==> config.mk <==
export PLATFORM = sky130hd
export DESIGN_NAME = pll_lock_supervisor
export DESIGN_NICKNAME = d
export VERILOG_FILES = /design/src/rtl/pll_lock_supervisor.sv
export SDC_FILE = /design/constraint.sdc
export NUM_CORES = 1
export LEC_CHECK = 0
export CAP_MARGIN = 15
export CORE_MARGIN = 4
export CORE_UTILIZATION = 41
export CTS_CLUSTER_DIAMETER = 40
export DETAILED_ROUTE_END_ITERATION = 7
export GPL_ROUTABILITY_DRIVEN = 0
export SLEW_MARGIN = 15
export SYNTH_ARGS = -nofsm -noshare
export SYNTH_HDL_FRONTEND = slang
export SYNTH_SLANG_ARGS = --single-unit
==> constraint.sdc <==
create_clock -name clock -period 2.1 [get_ports clock]
set_input_delay 0.42 -clock clock [delete_from_list [all_inputs] [get_ports clock]]
set_output_delay 0.42 -clock clock [all_outputs]
set_load 0.005 [all_outputs]
==> src/rtl/pll_lock_supervisor.sv <==
// Power-up and lock-loss sequencer for the iCE40 PLL, clocked from the PLL reference clock.
// Holds RESETB, waits for lock, qualifies it over a stability window and retries a bounded number of times.
module pll_lock_supervisor #(
   parameter int RESET_PULSE    = 16,
   parameter int STABLE_CYCLES  = 4096,
   parameter int TIMEOUT_CYCLES = 48000,
   parameter int MAX_RETRIES    = 3
) (
   input  logic       clock,
   input  logic       reset_n,
   input  logic       locked,
   input  logic       restart,
   output logic       pll_resetb,
   output logic       ready,
   output logic       fail,
   output logic [3:0] retries,
   output logic [7:0] lost_count
);

   typedef enum logic [2:0] {
      ST_HOLD,
      ST_WAIT_LOCK,
      ST_STABLE,
      ST_RUN,
      ST_FAIL
   } state_t;

   localparam logic [15:0] PULSE_LAST   = 16'(RESET_PULSE - 1);
   localparam logic [15:0] STABLE_LAST  = 16'(STABLE_CYCLES - 1);
   localparam logic [15:0] TIMEOUT_LAST = 16'(TIMEOUT_CYCLES - 1);
   localparam logic [3:0]  RETRY_LIMIT  = 4'(MAX_RETRIES);

   state_t      state_q, state_d;
   logic [15:0] cnt_q, cnt_d;
   logic [3:0]  retries_q, retries_d;
   logic [7:0]  lost_q, lost_d;
   logic        sync1_q, lock_s_q;

   // locked comes from the PLL analog block, so it is resynchronized before use.
   always_ff @(posedge clock or negedge reset_n) begin
      if (!reset_n) begin
         sync1_q  <= 1'b0;
         lock_s_q <= 1'b0;
      end else begin
         sync1_q  <= locked;
         lock_s_q <= sync1_q;
      end
   end

   always_ff @(posedge clock or negedge reset_n) begin
      if (!reset_n) begin
         state_q   <= ST_HOLD;
         cnt_q     <= 16'd0;
         retries_q <= 4'd0;
         lost_q    <= 8'd0;
      end else begin
         state_q   <= state_d;
         cnt_q     <= cnt_d;
         retries_q <= retries_d;
         lost_q    <= lost_d;
      end
   end

   always_comb begin
      state_d   = state_q;
      cnt_d     = cnt_q;
      retries_d = retries_q;
      lost_d    = lost_q;
      if (restart) begin
         // A restart wins over whatever the state would have done this cycle.
         state_d   = ST_HOLD;
         cnt_d     = 16'd0;
         retries_d = 4'd0;
      end else begin
         case (state_q)
            ST_HOLD: begin
               if (cnt_q == PULSE_LAST) begin
                  state_d = ST_WAIT_LOCK;
                  cnt_d   = 16'd0;
               end else begin
                  cnt_d = cnt_q + 16'd1;
               end
            end
            ST_WAIT_LOCK: begin
               if (lock_s_q) begin
                  state_d = ST_STABLE;
                  cnt_d   = 16'd0;
               end else if (cnt_q == TIMEOUT_LAST) begin
                  retries_d = retries_q + 4'd1;
                  state_d   = (retries_q + 4'd1 == RETRY_LIMIT) ? ST_FAIL : ST_HOLD;
                  cnt_d     = 16'd0;
               end else begin
                  cnt_d = cnt_q + 16'd1;
               end
            end
            ST_STABLE: begin
               // Losing lock inside the window is not counted as a failed attempt.
               if (!lock_s_q) begin
                  state_d = ST_WAIT_LOCK;
                  cnt_d   = 16'd0;
               end else if (cnt_q == STABLE_LAST) begin
                  state_d   = ST_RUN;
                  cnt_d     = 16'd0;
                  retries_d = 4'd0;
               end else begin
                  cnt_d = cnt_q + 16'd1;
               end
            end
            ST_RUN: begin
               if (!lock_s_q) begin
                  state_d = ST_HOLD;
                  cnt_d   = 16'd0;
                  if (lost_q != 8'hFF) begin
                     lost_d = lost_q + 8'd1;
                  end
               end
            end
            ST_FAIL: begin
               state_d = ST_FAIL;
            end
            default: begin
               state_d = ST_HOLD;
               cnt_d   = 16'd0;
            end
         endcase
      end
   end

   assign pll_resetb = (state_q != ST_HOLD) && (state_q != ST_FAIL);
   assign ready      = (state_q == ST_RUN);
   assign fail       = (state_q == ST_FAIL);
   assign retries    = retries_q;
   assign lost_count = lost_q;

endmodule

==> impl_metrics.toml <==
[outcome]
status = "complete, but fails checks"
violations = "setup timing"

[synth]
ys.flop_type = "dfrtp_1"
synthCells = 204
muxShareOfSynthArea = 0.0173
ys_ff_latch = 33
synth-adder-area-share = 0.0266
synth_top_family_by_area = "simple AND/OR/NAND/NOR gates"
yosysSeqAreaShare = 0.440
synth_compound_area_frac = 0.177
synthSimpleGateAreaFrac = 0.264
ys_types = 44
async_flop_share = 1.00
syn_nets = 212
synth_edf_count = 0
synthXorXnorAreaFrac = 0.0420
synth_area_leader_cell = "dfrtp_1"
syn-mean-instance-area_um2 = 9.21
synth_top_area_frac = 0.440
netlist_top_cells_area = "dfrtp_1, nand2_1, nand3_1, nor2_1, a22o_1"
synth_area_um2 = 1880
ys_warn_count = 0

[clock_tree]
root_buffer = "clkbuf_8"
cts_buffer_depth = 2
htreeDepth = 2
cts_buffers = 5
tritoncts = "done"
clk_pin_slew_ns = 0.06
cts_num_sinks = 33
clkLatencyLatePin_ns = 0.28
cts-hold-fix-buffers = 0

[worst_setup_path]
worstSetupStartpoint = "cnt_q[12]$_DFFE_PN0P_"
critPathLaunchType = "flop"
crit_type = "flop to flop"
path_cells = "or4_4 > nor4_4 > o22a_4 > a21oi_4 > a21o_1 > a22o_1"
arrival_ns = 2.28
crit_required_ns = 2.27
crit_path_end_kind = "flop"
cpPeakStageDelay_ns = 0.58
reg2reg_from = "cnt_q[12]$_DFFE_PN0P_"
slowest_stage = "or4_4"
cp_max_fo = 5

[sta]
relSlewSlack = 0.705
fin_setup_tns_ns = -0.00893
worst_slack_ns = -0.00630
worstMarginPinSlew_ns = 0.440
setup_violations = 2
fin_crit_sh = 1.00
fin_crit_ns = 2.11
finClkSkew_ns = 0.00711
rsz0062_at_grt = "yes"
finalHoldViolations = 0
maxSlewViolCount = 0
max_clock_freq_mhz = 475

[cells_and_area]
fin_cells = 313
n_antenna_cell = 0
drive_gt1_frac = 0.253
multi_input_area_um2 = 1090
final_nets = 268
final_area_um2 = 2550
syn2layout_area_growth_pct = 35.8
nFillCells = 367
regArea_um2 = 826

[min_path]
worstHoldStart = "sync1_q$_DFF_PN0_"
hold_class = "flop to flop"

[routing]
ant_nets = 0
drcViolationCount = 0
totalWireLength_um = 4930
vias = 1795
post_drt_wl_per_cell_um = 15.8
vias_per_cell = 5.73
drt-initial-drc-count = 182
first_pass_iters = 4

[power]
ir_drop_uv = 347
powerDensity_nw_per_um2 = 469
p_sw_frac = 0.237
p_comb_frac = 0.074
p_int_uw = 913
power_frac_clock = 0.382
power_frac_seq = 0.544
netSwitchingPower_uw = 284
leakagePower_nw = 1.14

[floorplan]
die_h_um = 75.7
placementRows = 24
die_x_um = 75.7
core-area_um2 = 4380
pin_count = 19
die_area_um2 = 5730
start_util = 0.428

[placement]
placed_area_um2 = 2310
dpl.hpwl_um = 3350
portBuffers = 18
dp_cells = 297

[global_routing]
gr-total-overflow = 0
grt_pass1_vias = 1780
grtUsageTotal = 0.183
grt_max_degree = 34
grt_pass1_wl_um = 8040
grt_antenna_before_repair = 0

[job]
max-cap-violations = 0
## cells in the mapped netlist, types with 2 or more instances
cell type / n
a211oi_1: 2
or3_1: 4
a21o_1: 6
nor2_1: 18
o21ai_0: 7
nand3b_1: 3
dfrtp_1: 33
a22o_1: 7
xnor2_1: 7
xor2_1: 2
and3_1: 2
a21oi_1: 9
a31oi_1: 8
nand3_1: 16
nand2_1: 26
clkbuf_1: 4
inv_1: 7
or4_1: 3
nand4_1: 5
mux2_2: 2
ha_1: 4
nor3_1: 6
buf_2: 2
## worst paths after layout
check                                          to  slack [ns]  cells past startpoint
setup / recovery            cnt_q[13]$_DFFE_PN0P_      -0.006                      6
hold / removal                 lock_s_q$_DFF_PN0_        0.36                      0
setup reg to reg            cnt_q[13]$_DFFE_PN0P_      -0.006                      6
hold reg to reg                lock_s_q$_DFF_PN0_        0.36                      0
max in group asynchronous   cnt_q[12]$_DFFE_PN0P_        1.23                      2
min in group asynchronous  retries[0]$_DFFE_PN0P_        0.55                      2
## power by group through the flow
stage,clock network [mW],registers [mW],logic (mW)
floorplan,0,0.662,0.0317
global placement,0,0.661,0.0711
detailed placement,0,0.661,0.0736
CTS,0.471,0.649,0.0792
global route,0.505,0.651,0.0965
finish,0.458,0.651,0.0885
## cell type report
cell class	instances	area share
Multi-Input combinational cell	159	0.427
Inverter	7	0.0103
Clock inverter	2	0.00392
Tap cell	52	0.0255
Clock buffer	6	0.0284
Sequential cell	33	0.324
Timing Repair Buffer	54	0.181
## registers in the layout, indices dropped and copies added (netlist names)
name	cells
state_q	3
sync1_q	1
retries	4
lost_count	8
lock_s_q	1
cnt_q	16
## layout by cell type, fill, tap and decap left out, types with 2 or more instances in the layout
| cell type | count |
|---|---|
| inv_1 | 7 |
| xnor2_1 | 7 |
| clkinv_2 | 2 |
| xor2_1 | 2 |
| a21oi_2 | 4 |
| a31oi_1 | 8 |
| dfrtp_1 | 33 |
| o21ai_0 | 3 |
| nand3_1 | 15 |
| clkdlybuf4s50_1 | 18 |
| a22o_1 | 7 |
| nand3b_1 | 3 |
| a21o_1 | 6 |
| a21oi_4 | 2 |
| nor2_2 | 2 |
| or3_1 | 4 |
| or4_1 | 3 |
| nor3_1 | 5 |
| nand4_1 | 5 |
| buf_4 | 33 |
| buf_6 | 3 |
| nor4_4 | 2 |
| clkbuf_8 | 5 |
| a21oi_1 | 6 |
| a211oi_1 | 2 |
| nand2_1 | 25 |
| nor2_1 | 16 |
| o21ai_1 | 4 |
| ha_1 | 3 |
| mux2_2 | 2 |
| and3_1 | 2 |
## critical path, delay by kind of cell, from the launching register on
| kind | cells | cell delay, ns |
|---|---|---|
| and+or+nand+nor | 2 | 0.87 |
| AOI/OAI and AO/OA | 4 | 0.75 |
| DFF | 1 | 0.38 |
## per-layer routing
layer / routed length, um / part of all wire / vias to the layer above / GRT usage
met5: 0 / 0 / - / 0
met3: 253 / 0.051 / 6 / 0.0475
met4: 66 / 0.013 / 0 / 0.0680
met2: 2410 / 0.49 / 60 / 0.296
met1: 2200 / 0.45 / 871 / 0.236
li1: - / - / 858 / -
## cell families after synthesis
kind of cell / after synthesis
muxes: 3
DFF: 33
AOI/OAI and AO/OA: 47
adders and majority gates: 4
and+or+nand+nor: 94
xor gates and xnor gates: 9
buffers and inverters: 14
## through the flow
| step | util | hold WS [ns] | power [mW] | worst slack (ns) |
|---|---|---|---|---|
| 6_report | 0.582 | 0.362 | 1.20 | -0.00630 |
| 5_1_grt | 0.582 | 0.380 | 1.25 | -0.0897 |
| 4_1_cts | 0.558 | 0.366 | 1.20 | -0.0481 |
| 3_5_place_dp | 0.527 | 0.350 | 0.734 | -0.119 |
| 3_3_place_gp | 0.527 | 0.352 | 0.732 | -0.0536 |
| 2_1_floorplan | - | 0.124 | 0.694 | 0.0434 |
## repair_timing
| item | in CTS | in global routing |
|---|---|---|
| setup buffers | 3 | 3 |
| resized for setup | 4 | 20 |
| setup endpoints to repair | 14 | 20 |
| pin swaps | 4 | 5 |
| gates cloned | 1 | 1 |
Note: power is estimated with default switching activity, not from simulation.
